`config.mk`:
```
export PLATFORM = sky130hd
export DESIGN_NAME = memn2n_seq_ctrl
export DESIGN_NICKNAME = d
export VERILOG_FILES = /design/src/rtl/memn2n_pkg.sv /design/src/rtl/cycle_timer.sv /design/src/rtl/memn2n_seq_ctrl.sv
export SDC_FILE = /design/constraint.sdc
export NUM_CORES = 1
export LEC_CHECK = 0
export BUFFER_PORTS_ARGS = -buffer_cell sky130_fd_sc_hd__buf_4
export CAP_MARGIN = 20
export CORE_ASPECT_RATIO = 1.75
export CORE_MARGIN = 2
export CORE_UTILIZATION = 37
export DETAILED_ROUTE_END_ITERATION = 10
export PLACE_DENSITY = 0.56
export SLEW_MARGIN = 20
export SYNTH_ARGS = -nofsm -noshare
export SYNTH_HDL_FRONTEND = slang
export SYNTH_SLANG_ARGS = --single-unit
```
`constraint.sdc`:
```
create_clock -name clk -period 2.37 [get_ports clk]
set_input_delay 0.474 -clock clk [delete_from_list [all_inputs] [get_ports clk]]
set_output_delay 0.474 -clock clk [all_outputs]
set_load 0.01 [all_outputs]
```
`src/rtl/memn2n_pkg.sv`:
```
// Shared types and default timing constants for the MemN2N story sequencer.
//   seq_state_e : sequencer FSM states
//   seq_phase_e : which kind of word is being processed (sentence, question, answer)
package memn2n_pkg;

  localparam int unsigned MEMN2N_INIT_CYCLES = 60;
  localparam int unsigned MEMN2N_PROC_CYCLES = 40;

  typedef enum logic [2:0] {
    ST_IDLE,
    ST_INIT,
    ST_INIT_WAIT,
    ST_POP,
    ST_LOAD,
    ST_RUN,
    ST_GAP,
    ST_DONE
  } seq_state_e;

  typedef enum logic [1:0] {
    PH_SENT,
    PH_QUES,
    PH_ANS
  } seq_phase_e;

endpackage

```
`src/rtl/cycle_timer.sv`:
```
// Loadable down-counter used for the init wait and the per-word enable window.
//   clk, rst : clock, async active-high reset
//   load     : load load_val this cycle (takes priority over counting)
//   load_val : cycles to count
//   value    : remaining count, decrements once per cycle until 0
//   zero     : registered flag, high while value == 0
module cycle_timer #(
  parameter int unsigned BW_CNT = 8
) (
  input  logic              clk,
  input  logic              rst,
  input  logic              load,
  input  logic [BW_CNT-1:0] load_val,
  output logic [BW_CNT-1:0] value,
  output logic              zero
);

  // zero tracks value one step ahead so it stays registered
  always_ff @(posedge clk or posedge rst) begin
    if (rst) begin
      value <= '0;
      zero  <= 1'b1;
    end else if (load) begin
      value <= load_val;
      zero  <= (load_val == '0);
    end else if (!zero) begin
      value <= value - BW_CNT'(1);
      zero  <= (value == BW_CNT'(1));
    end
  end

endmodule

```
`src/rtl/memn2n_seq_ctrl.sv`:
```
// Story sequencer between the input FIFO and the MemN2N core.
//   start/cfg_nsent/cfg_train : story request, sampled in IDLE only
//   fifo_dout/fifo_empty/fifo_rd_en : FIFO read side, data one cycle after pop
//   data_in  : word held stable for the core during its en window
//   en/en_init/we_query/f_w_up : core control strobes
//   busy/done : status; done pulses once per completed story
// All outputs are registered.
module memn2n_seq_ctrl
  import memn2n_pkg::*;
#(
  parameter int unsigned BW_DATA_IN  = 32,
  parameter int unsigned INIT_CYCLES = MEMN2N_INIT_CYCLES,
  parameter int unsigned PROC_CYCLES = MEMN2N_PROC_CYCLES,
  parameter int unsigned BW_NSENT    = 6,
  parameter int unsigned BW_CNT      = 8
) (
  input  logic                  clk,
  input  logic                  rst,
  input  logic                  start,
  input  logic [BW_NSENT-1:0]   cfg_nsent,
  input  logic                  cfg_train,
  input  logic [BW_DATA_IN-1:0] fifo_dout,
  input  logic                  fifo_empty,
  output logic                  fifo_rd_en,
  output logic [BW_DATA_IN-1:0] data_in,
  output logic                  en,
  output logic                  en_init,
  output logic                  we_query,
  output logic                  f_w_up,
  output logic                  busy,
  output logic                  done
);

  seq_state_e            state_q, state_d;
  seq_phase_e            phase_q, phase_d;
  logic [BW_NSENT-1:0]   sent_q, sent_d;
  logic [BW_NSENT-1:0]   nsent_q, nsent_d;
  logic                  train_q, train_d;
  logic [BW_DATA_IN-1:0] data_d;
  logic                  rd_en_d, en_d, en_init_d, we_query_d, f_w_up_d, busy_d, done_d;

  logic                  timer_load;
  logic [BW_CNT-1:0]     timer_load_val;
  logic [BW_CNT-1:0]     timer_value;
  logic                  timer_zero;
  logic                  timer_last;

  // Timer is loaded on the INIT and LOAD edges so the wait starts in the next state
  assign timer_load     = (state_q == ST_INIT) || (state_q == ST_LOAD);
  assign timer_load_val = (state_q == ST_INIT) ? BW_CNT'(INIT_CYCLES) :
                          (phase_q == PH_ANS)  ? BW_CNT'(1)           :
                                                 BW_CNT'(PROC_CYCLES);
  // Last cycle of a wait; the zero term also lets a zero-length wait fall through
  assign timer_last     = timer_zero || (timer_value == BW_CNT'(1));

  cycle_timer #(
    .BW_CNT(BW_CNT)
  ) u_timer (
    .clk     (clk),
    .rst     (rst),
    .load    (timer_load),
    .load_val(timer_load_val),
    .value   (timer_value),
    .zero    (timer_zero)
  );

  // Next-state and next-output logic
  always_comb begin
    state_d = state_q;
    phase_d = phase_q;
    sent_d  = sent_q;
    nsent_d = nsent_q;
    train_d = train_q;
    data_d  = data_in;

    unique case (state_q)
      ST_IDLE: begin
        if (start) begin
          nsent_d = cfg_nsent;
          train_d = cfg_train;
          sent_d  = '0;
          state_d = ST_INIT;
        end
      end
      ST_INIT:      state_d = ST_INIT_WAIT;
      ST_INIT_WAIT: begin
        if (timer_last) begin
          state_d = ST_POP;
          phase_d = (nsent_q == '0) ? PH_QUES : PH_SENT;
        end
      end
      // The pop strobe is already high in this cycle when the FIFO was non-empty
      ST_POP:  if (fifo_rd_en) state_d = ST_LOAD;
      ST_LOAD: begin
        data_d  = fifo_dout;
        state_d = ST_RUN;
      end
      ST_RUN:  if (timer_last) state_d = ST_GAP;
      ST_GAP: begin
        state_d = ST_POP;
        case (phase_q)
          PH_SENT: begin
            sent_d = sent_q + BW_NSENT'(1);
            if (sent_d == nsent_q) phase_d = PH_QUES;
          end
          PH_QUES: phase_d = PH_ANS;
          default: state_d = ST_DONE;
        endcase
      end
      ST_DONE: state_d = ST_IDLE;
      default: state_d = ST_IDLE;
    endcase

    // Outputs follow the state being entered so they line up with it
    rd_en_d    = (state_d == ST_POP) && !fifo_empty;
    en_d       = (state_d == ST_RUN);
    en_init_d  = (state_d == ST_INIT);
    we_query_d = (state_d == ST_RUN) && (phase_d == PH_QUES);
    f_w_up_d   = (state_d == ST_RUN) && (phase_d == PH_ANS) && train_d;
    busy_d     = (state_d != ST_IDLE);
    done_d     = (state_d == ST_DONE);
  end

  // State and output registers
  always_ff @(posedge clk or posedge rst) begin
    if (rst) begin
      state_q    <= ST_IDLE;
      phase_q    <= PH_SENT;
      sent_q     <= '0;
      nsent_q    <= '0;
      train_q    <= 1'b0;
      data_in    <= '0;
      fifo_rd_en <= 1'b0;
      en         <= 1'b0;
      en_init    <= 1'b0;
      we_query   <= 1'b0;
      f_w_up     <= 1'b0;
      busy       <= 1'b0;
      done       <= 1'b0;
    end else begin
      state_q    <= state_d;
      phase_q    <= phase_d;
      sent_q     <= sent_d;
      nsent_q    <= nsent_d;
      train_q    <= train_d;
      data_in    <= data_d;
      fifo_rd_en <= rd_en_d;
      en         <= en_d;
      en_init    <= en_init_d;
      we_query   <= we_query_d;
      f_w_up     <= f_w_up_d;
      busy       <= busy_d;
      done       <= done_d;
    end
  end

endmodule

```
==> summary.md, run 1 <==
| Metric | Value |
|---|---|
| Core Area | `0.00780 mm^2` |
| Gates resized, CTS repair | `0` |
| Fillcell total | `between 700 and 800` |
| Antenna Nets Post-Route | `0` |
| Setup crit start kind | `flip-flop` |
| Routed wire length per instance | `roughly 16 um` |
| Post-Syn Instances | `242` |
| Tot GR Track Use | `0.171` |
| Pre-CTS WS | `approximately 0.44 ns` |
| First-pass GRT wire length | `about 11,000 um` |
| TritonCTS clock tree | `built` |
| Hpwl dp | `4830 um` |
| Ranking of synthesized cells by area | `dfrtp_1 (55%), mux2_2 (15%), o21ai_0 (3.4%)` |
| Commonest cells after routing, fill and taps aside | `buf_4 (86), dfrtp_1 (65), mux2_2 (39)` |
| Leading area contributor after synthesis | `dfrtp_1` |
| # Post-CTS Setup Buffers | `0` |
| Final Cycle Share | `0.814` |
| Slew Limit Headroom | `0.683` |
| Final setup fails | `0` |
| Critical path data required time | `between 2 and 3 ns` |
| Synthesized area | `0.00295 mm^2` |
| Die ar. | `~0.0087 mm^2` |
| Mapped Avg Cell Area | `12.2 um^2` |
| Antenna violations before repair | `0` |
| Post-synth ARST share | `1.00` |
| P_leak | `0.00193 uW` |
| Final std cells w/o fill | `roughly 430` |
| Register area share after synthesis | `0.561` |
| Total wire length | `approximately 6600 um` |
| Clock slew at reported path FFs | `0.06 ns` |
| Area share of the largest cell type after synthesis | `0.552` |
| CTS Hold Bufs | `0` |
| Initial Util | `0.378` |
| Fmax | `0.518 GHz` |
| Clock Sinks | `66` |
| IO Count | `82` |
| Final WS setup | `between 0.4 and 0.5 ns` |
| Netlist cell types | `between 40 and 50` |
| Worst vdd ir | `0.714 mV` |
| Status | `finished, final reports clean` |
| Skew final | `slightly below 0.009 ns` |
| Largest net degree at the start of global routing | `67` |
| Die H | `around 120 um` |
| Tmin final | `1.93 ns` |
| Most common cell after layout, fill and taps aside | `buf_4` |
| Ys flop type | `dfrtp_1` |
| Drt initial violations | `roughly 110` |
| RSZ-0062 raised after global routing | `false` |
| Clock Latency Late Sink | `between 0.3 and 0.4 ns` |
| Worst-Margin Slew | `between 0.4 and 0.5 ns` |
| Layout cell share with drive strength beyond 1 | `0.452` |
| First-pass iteration count of the detailed router | `4` |
| Final #Nets | `between 300 and 400` |
| Port bufs | `roughly 80` |
| Via count | `~2,200` |
| Rows | `43` |
| HP Class | `primary input to asynchronous set/reset pin` |
| H-Tree Depth | `3` |
| Max cap viols | `0` |
| Total grt overflow | `0` |
| Die Wd | `about 71 um` |
| Max Slew Vio Count | `0` |
| Cells after DPL | `just over 400` |
| Vias in the first global route | `between 2,000 and 2,500` |
| Vias per cell | `approximately 5.1` |
| Crit path capture type | `flip-flop` |
| YS warnings | `0` |
| # diodes | `0` |
| Total Power | `2450 uW` |
| Flops & latches, synth | `66` |
| Post-Syn Nets | `roughly 290` |
| CP Max Fanout | `11` |
| CP arrival | `2.18 ns` |
| Root buffer cell | `clkbuf_16` |
| Clock Path Buffers | `2` |
| WS Path Type | `flip-flop to flip-flop` |
| Reg2reg path depth | `5` |
| Num CTS Buffers | `9` |
| Hold violation count in the final report | `0` |
| DRC | `0` |
| GP Congestion | `a little under 0.8` |
| Post-synth EDFFs | `0` |
| Setup TNS | `0 ns` |
| Syn-to-layout area delta | `35.0%` |
| Pwr dens | `615 mW/mm^2` |
[stage by stage]
| step | hold WS [ns] | utilization | cell area [um^2] |
|---|---|---|---|
| floorplan | 0.467 | - | 2950 |
| CTS | 0.231 | 0.510 | 3980 |
| detailed placement | 0.496 | 0.475 | 3700 |
| finish | 0.220 | 0.510 | 3980 |
| global placement | 0.480 | 0.475 | 3700 |
| global route | 0.263 | 0.510 | 3980 |
[synthesized netlist by cell type (4+ instances only)]
| master | n |
|---|---|
| a21oi_1 | 5 |
| clkbuf_1 | 6 |
| dfrtp_1 | 65 |
| inv_1 | 8 |
| mux2_2 | 39 |
| nand2_1 | 16 |
| nand3_1 | 5 |
| nor2_1 | 12 |
| nor4_1 | 4 |
| o21ai_0 | 20 |
| xnor2_1 | 7 |
| xor2_1 | 7 |
[layer usage]
layer	vias up	track usage	wire, um
met1	1060	0.183	2400
met3	12	0.0438	289
met2	50	0.303	3740
met5	-	0	0
li1	1038	-	-
met4	0	0.0908	196
[logic make-up (layout without fill, tap and decap cells)]
logic type | after synthesis | after routing | share of synthesized area
muxes | 39 | 39 | 0.149
xor gates and xnor gates | 14 | 14 | 0.0416
AOI/OAI and AO/OA | 44 | 44 | 0.0922
adders and majority gates | 3 | 3 | 0.0127
and+or+nand+nor | 58 | 58 | 0.118
DFF | 66 | 66 | 0.561
buffers and inverters | 18 | 112 | 0.0255
[power breakdown]
part	internal (uW)	switching, uW
sequential	1130	5.88
clock	730	480
combinational	57.8	37.7
[flip-flops by register name (all words and copies together) (netlist names)]
register	count
en_init	1
train_q	1
data_in	32
u_timer.value	8
busy	1
phase_q	2
we_query	1
nsent_q	6
f_w_up	1
fifo_rd_en	1
en	1
state_q	3
u_timer.zero	1
sent_q	6
done	1
[worst max-delay path, cell delays in order, from the launching register on]
cell and delay [ns]:
dfrtp_1 0.60, nand2b_1 0.24, or4b_2 0.73, nor2_1 0.12
o21ai_0 0.08, o21ai_0 0.08
[cell type report]
type,instances,area (um^2),area share
Clock inverter,5,30.0,0.00755
Inverter,8,30.0,0.00755
Tap cell,90,113,0.0283
Sequential cell,66,1650,0.416
Timing Repair Buffer,88,686,0.172
Clock buffer,11,243,0.0610
Multi-Input combinational cell,158,1220,0.308
[worst paths after layout]
check	slack, ns	from	endpoint
hold reg to reg	0.50	train_q	train_q
max in group asynchronous	1.84	rst	u_timer.zero
setup / recovery	0.44	state_q[1]	sent_q[2]
hold / removal	0.22	rst	sent_q[5]
setup reg to reg	0.44	state_q[1]	sent_q[2]
min in group clk	0.36	cfg_nsent[2]	nsent_q[2]
Note: power is estimated with default switching activity, not from simulation.
==> inputs of run 2 (changes only) <==
==> constraint.sdc (replaced) <==
create_clock -name clk -period 2 [get_ports clk]
set_input_delay 0.4 -clock clk [delete_from_list [all_inputs] [get_ports clk]]
set_output_delay 0.4 -clock clk [all_outputs]
set_load 0.01 [all_outputs]
==> run 2 against run 1 <==
Compared with the run above: worst hold slack improved by 0.062 ns; cell area up 1.8%; worst setup slack worse by 0.34 ns; fmax grew 1.5%; critical path depth unchanged; sequential share of layout area down 0.73 points; power up 18%; first-iteration DRC count is 26% lower; largest cell class unchanged; highest routed layer unchanged.
==> summary.md, run 2 (synthesized netlist as in run 1, its figures left out) <==
| Metric | Value |
|---|---|
| Total grt overflow | `0 (unchanged)` |
| Clock slew at reported path FFs | `0.05 ns (about the same)` |
| IO Count | `82 (unchanged)` |
| Die H | `122 um (unchanged)` |
| First-pass GRT wire length | `11,200 um (+0.68%)` |
| GP Congestion | `0.755 (-3.5%)` |
| Status | `finished, final reports clean` |
| Antenna violations before repair | `0 (unchanged)` |
| First-pass iteration count of the detailed router | `4 (unchanged)` |
| Critical path data required time | `2.21 ns (-0.41 ns)` |
| Worst hold endpoint | `nsent_q[2]` |
| Pwr dens | `715 mW/mm^2 (+16%)` |
| Top cell by count, worst path | `or3_4` |
| Crit path from | `u_timer.value[0]` |
| Fillcell total | `721 (-2.3%)` |
| Reg2Reg Launch Point | `u_timer.value[0]` |
| Setup TNS | `0 ns (unchanged)` |
| Largest net degree at the start of global routing | `41 (-39%)` |
| Layout cell share with drive strength beyond 1 | `0.459 (+0.00668)` |
| Final Cycle Share | `0.950 (+0.136)` |
| WS Path Type | `flip-flop to flip-flop` |
| Clock Sinks | `66 (unchanged)` |
| Worst Hold Launch | `cfg_nsent[2]` |
| CP bufs+invs | `0 (unchanged)` |
| FF-to-FF End | `u_timer.value[7]` |
| Final Cell Area | `0.00405 mm^2 (+1.8%)` |
| Biggest register | `data_in` |
| Hpwl dp | `5110 um (+5.8%)` |
| Vias per cell | `5.19 (+2.4%)` |
| Via count | `2,244 (+3.9%)` |
| Crit path max-delay cell type | `or4_4` |
| Max cap viols | `0 (unchanged)` |
| # Post-CTS Setup Buffers | `0 (unchanged)` |
| Commonest cells after routing, fill and taps aside | `buf_4 (90), dfrtp_1 (65), mux2_2 (39)` |
| H-Tree Depth | `3 (unchanged)` |
| Skew final | `0.00638 ns (-0.00233 ns)` |
| Post-DP Area | `0.00376 mm^2 (+1.5%)` |
| Tot GR Track Use | `0.172 (+0.00119)` |
| Die ar. | `0.00872 mm^2 (unchanged)` |
| Slew Limit Headroom | `0.702 (+0.0185)` |
| DRC | `0 (unchanged)` |
| Setup crit start kind | `flip-flop` |
| Top Registers | `data_in x32, u_timer.value x8` |
| Max FFs per register | `32 (unchanged)` |
| Drt initial violations | `81 (-26%)` |
| Die Wd | `71.4 um (unchanged)` |
| Reg2reg path depth | `5 (unchanged)` |
| RSZ-0062 raised after global routing | `false` |
| Hold Path Cell Cnt | `3` |
| HP Class | `primary input to flip-flop` |
| # diodes | `0 (unchanged)` |
| Crit-path cells | `or3_4, or3_4, or4_4, xor2_1, nor2_2` |
| Routed wire length per instance | `16.0 um (+3.1%)` |
| Fmax | `0.526 GHz (+1.5%)` |
| Core Area | `0.00780 mm^2 (unchanged)` |
| Rows | `43 (unchanged)` |
| Syn-to-layout area delta | `37.5%` |
| Vias in the first global route | `2,278 (-0.52%)` |
| P_leak | `0.00195 uW (+1.3%)` |
| Clock Latency Late Sink | `0.33 ns (about the same)` |
| CP Max Fanout | `4 (-7)` |
| Final setup fails | `0 (unchanged)` |
| Clock Path Buffers | `2 (unchanged)` |
| CP arrival | `2.11 ns (-0.07 ns)` |
| Antenna Nets Post-Route | `0 (unchanged)` |
| Initial Util | `0.378 (unchanged)` |
| Root buffer cell | `clkbuf_16` |
| Hold violation count in the final report | `0 (unchanged)` |
| Max Slew Vio Count | `0 (unchanged)` |
| Total wire length | `6920 um (+4.5%)` |
| Worst-Margin Slew | `0.441 ns (-0.0340 ns)` |
| Delay-heaviest family, CP | `simple AND/OR/NAND/NOR gates` |
| CP peak stage delay | `0.42 ns (-0.31 ns)` |
| Tmin final | `1.90 ns (-0.0292 ns)` |
| Num CTS Buffers | `9 (unchanged)` |
| TritonCTS clock tree | `built` |
| Port bufs | `81 (unchanged)` |
| Worst vdd ir | `0.547 mV (-23%)` |
| Crit path capture type | `flip-flop` |
| Most common cell after layout, fill and taps aside | `buf_4` |
| R2R Setup Slk | `0.1 ns (-0.34 ns)` |
| Final #Nets | `383 (+1.6%)` |
[run 2: cell types whose count changed in the layout (fill, tap and decap cells not counted)]
cell and delta:
buf_4 +4, clkbuf_1 +2, a221oi_1 -1, a221oi_2 +1, buf_12 +1, clkinv_2 -1, dlygate4sd3_1 +1, inv_2 -1
nor4_1 -1, nor4_2 +1
[run 2: layout make-up]
type                            instances  area [um^2]  share of cell area
Clock buffer                           13          250              0.0618
Sequential cell                        66         1650               0.408
Timing Repair Buffer                   94          746               0.184
Inverter                                8         33.8             0.00834
Clock inverter                          3         17.5             0.00433
Multi-Input combinational cell        158         1240               0.305
Tap cell                               90          113              0.0278
[run 2: repair_timing]
item,in CTS,in global routing
hold endpoints to repair,1,0
endpoints found under the setup margin,0,3
gates resized for setup,0,2
hold buffers,1,0
[run 2: report_power, final]
group | switching [uW] | internal (uW)
Sequential | 7.25 | 1340
Combinational | 46.3 | 71.1
Clock | 556 | 869
[run 2: how the worst max path moves through the flow]
| stage | end | slack, ns | cells after the start |
|---|---|---|---|
| final | u_timer.value[7] | 0.1 | 5 |
| after global routing | u_timer.value[7] | 0.02 | 5 |
| after CTS | u_timer.value[7] | 0.09 | 5 |
| after detailed placement | u_timer.value[7] | 0.10 | 5 |
| after global placement | u_timer.value[7] | 0.14 | 5 |
| after floorplan | u_timer.value[7] | 0.15 | 5 |
[run 2: routing by layer]
metal / up-vias / track usage / routed length (um)
met5: - / 0 / 0
met3: 15 / 0.0471 / 273
met4: 0 / 0.0943 / 227
met1: 1130 / 0.189 / 2600
li1: 1051 / - / -
met2: 48 / 0.296 / 3820
[run 2: per-stage QoR]
step / worst slack, ns / cells / hold slack, ns / util / total power (uW)
final: 0.0996 / 432 / 0.282 / 0.519 / 2890
after global routing: 0.0188 / 432 / 0.292 / 0.519 / 3000
after CTS: 0.0937 / 432 / 0.273 / 0.517 / 2930
after detailed placement: 0.100 / 415 / 0.353 / 0.482 / 1490
after global placement: 0.139 / 415 / 0.357 / 0.482 / 1490
after floorplan: 0.148 / 242 / 0.467 / - / 1410
[run 2: worst min-delay path, cell delays in order]
cell and delay, ns:
buf_4 0.08, nand2_1 0.03, o21ai_0 0.06
==> inputs of run 3 (changes only) <==
==> constraint.sdc (replaced) <==
create_clock -name clk -period 2 [get_ports clk]
set_input_delay 0.1 -clock clk [delete_from_list [all_inputs] [get_ports clk]]
set_output_delay 0.1 -clock clk [all_outputs]
set_load 0.01 [all_outputs]
==> run 3 against run 2 <==
Compared with the run above: first-iteration DRC count increased by 88%; worst setup slack improved by 0.00062 ns; cell count increased by 8.3%; worst hold slack got worse by 0.26 ns; critical path depth unchanged; global-route usage decreased by 0.068 points; clock power increased by 20%; non-clock buffer count increased by 36.
==> summary.md, run 3 (synthesized netlist as in run 1, its figures left out) <==
| Metric | Value |
|---|---|
| Met2 Wirelength | `3830 um (+0.29%)` |
| Critical path data required time | `2.20 ns (about the same)` |
| Hold violation count in the final report | `0 (unchanged)` |
| Worst hold endpoint | `train_q` |
| R2R Setup Slk | `0.10 ns (about the same)` |
| Vias per cell | `4.93 (-5.1%)` |
| Clock slew at reported path FFs | `0.05 ns (about the same)` |
| Via count | `2,308 (+2.9%)` |
| Vias in the first global route | `2,363 (+3.7%)` |
| Final Cycle Share | `0.950 (about the same)` |
| Rows | `43 (unchanged)` |
| Crit-path cells | `or3_4, or3_4, or4_4, xor2_1, nor2_2` |
| Port bufs | `81 (unchanged)` |
| RSZ-0062 raised after global routing | `false` |
| Num CTS Buffers | `9 (unchanged)` |
| Hold Path Cell Cnt | `2 (-1)` |
| Worst-Margin Slew | `0.477 ns (+0.0358 ns)` |
| Crit path capture type | `flip-flop` |
| Total grt overflow | `0 (unchanged)` |
| Max FFs per register | `32 (unchanged)` |
| Die H | `122 um (unchanged)` |
| First-pass GRT wire length | `11,400 um (+1.0%)` |
| CP bufs+invs | `0 (unchanged)` |
| Delay-heaviest family, CP | `simple AND/OR/NAND/NOR gates` |
| IO Count | `82 (unchanged)` |
| Status | `finished, final reports clean` |
| Layout cell share with drive strength beyond 1 | `0.413 (-0.0464)` |
| # Post-CTS Setup Buffers | `0 (unchanged)` |
| Routed wire length per instance | `14.7 um (-8.3%)` |
| Top cell by count, worst path | `or3_4` |
| Clock Path Buffers | `2 (unchanged)` |
| Setup crit start kind | `flip-flop` |
| FF-to-FF End | `u_timer.value[7]` |
| Syn-to-layout area delta | `51.7%` |
| Fillcell total | `638 (-12%)` |
| Core Area | `0.00780 mm^2 (unchanged)` |
| P_leak | `0.00214 uW (+9.6%)` |
| GP Congestion | `0.767 (+1.6%)` |
| Top Registers | `data_in x32, u_timer.value x8` |
| CP arrival | `2.10 ns (about the same)` |
| Max Slew Vio Count | `0 (unchanged)` |
| Largest net degree at the start of global routing | `67 (+63%)` |
| Initial Util | `0.378 (unchanged)` |
| Reg2reg path depth | `5 (unchanged)` |
| Slew Limit Headroom | `0.682 (-0.0197)` |
| Final setup fails | `0 (unchanged)` |
| Tot GR Track Use | `0.171 (-0.000682)` |
| Setup TNS | `0 ns (unchanged)` |
| Pwr dens | `725 mW/mm^2 (+1.5%)` |
| Clock Sinks | `66 (unchanged)` |
| Worst vdd ir | `0.694 mV (+27%)` |
| Commonest cells after routing, fill and taps aside | `buf_4 (88), dfrtp_1 (65), mux2_2 (39), dlygate4sd3_1 (39), o21ai_0 (20)` |
| Drt initial violations | `152 (+88%)` |
| Max Used Layer | `met4` |
| H-Tree Depth | `3 (unchanged)` |
| M1 WL | `2680 um (+3.0%)` |
| First-pass iteration count of the detailed router | `4 (unchanged)` |
| HP Class | `primary input to flip-flop` |
| Most common cell after layout, fill and taps aside | `buf_4` |
| DRC | `0 (unchanged)` |
| Max cap viols | `0 (unchanged)` |
| CP peak stage delay | `0.42 ns (about the same)` |
| Worst hold slack | `0.0226 ns (-0.259 ns)` |
| Skew final | `0.00374 ns (-0.00264 ns)` |
| Die ar. | `0.00872 mm^2 (unchanged)` |
| CP Max Fanout | `4 (unchanged)` |
| Reg2Reg Launch Point | `u_timer.value[2]` |
| Total wire length | `6870 um (-0.68%)` |
| Antenna violations before repair | `0 (unchanged)` |
| Crit path max-delay cell type | `or4_4` |
| Met3 wire len | `228 um (-16%)` |
| WS Path Type | `flip-flop to flip-flop` |
| Antenna Nets Post-Route | `0 (unchanged)` |
| Die Wd | `71.4 um (unchanged)` |
| Biggest register | `data_in` |
| Final #Nets | `419 (+9.4%)` |
| Worst Hold Launch | `cfg_train` |
| Clock Latency Late Sink | `0.33 ns (about the same)` |
| Hpwl dp | `4720 um (-7.7%)` |
| TritonCTS clock tree | `built` |
| # diodes | `0 (unchanged)` |
| Fmax | `0.526 GHz (about the same)` |
| Root buffer cell | `clkbuf_16` |
| Tmin final | `1.90 ns (-0.000619 ns)` |
==> run 3: cell count changes in the layout (fill, tap and decap cells not counted), sizes merged <==
cell and delta:
buf -2, bufinv +2, clkinvlp -2, dlygate4sd3 +38, inv +1, clkbuf -1
==> run 3: timing repair <==
| action | in CTS | in global routing |
|---|---|---|
| gates resized for setup | 0 | 1 |
| endpoints found under the setup margin | 0 | 2 |
| hold endpoints to repair | 103 | 0 |
| hold buffers | 39 | 0 |
==> run 3: power breakdown <==
part / internal [uW] / switching (uW)
clock network: 1160 / 555
logic: 118 / 57.5
registers: 1340 / 6.80
total: 2620 / 619
==> run 3: final cells by class <==
cell class,count,area [um^2],area share
flip-flops and latches,66,1650,0.370
multi-input cells,158,1230,0.275
repair buffers,130,1110,0.249
clock buffers,12,256,0.0574
well taps,90,113,0.0252
clock inverters,4,73.8,0.0165
inverters,8,30.0,0.00672
==> run 3: stage by stage <==
stage	power, uW	cells	util	cell area, um^2	worst slack, ns
2_1_floorplan	1410	242	-	2950	0.148
3_3_place_gp	1490	413	0.479	3740	0.104
3_5_place_dp	1490	413	0.479	3740	0.0858
4_1_cts	3290	468	0.572	4460	0.0444
5_1_grt	3340	468	0.573	4470	0.0287
6_report	3240	468	0.573	4470	0.100
==> run 3: worst max path at each step <==
stage | from | end | depth (start not counted)
CTS | u_timer.value[0] | f_w_up | 6
global route | u_timer.value[2] | u_timer.value[7] | 5
detailed placement | u_timer.value[0] | f_w_up | 6
finish | u_timer.value[2] | u_timer.value[7] | 5
global placement | u_timer.value[2] | u_timer.value[7] | 5
floorplan | u_timer.value[2] | u_timer.value[7] | 5
==> run 3: routing by layer <==
layer  GRT usage  up-vias
met5           0        -
met4      0.0884        0
met3      0.0397        7
met2       0.300       44
met1       0.190     1136
li1            -     1121
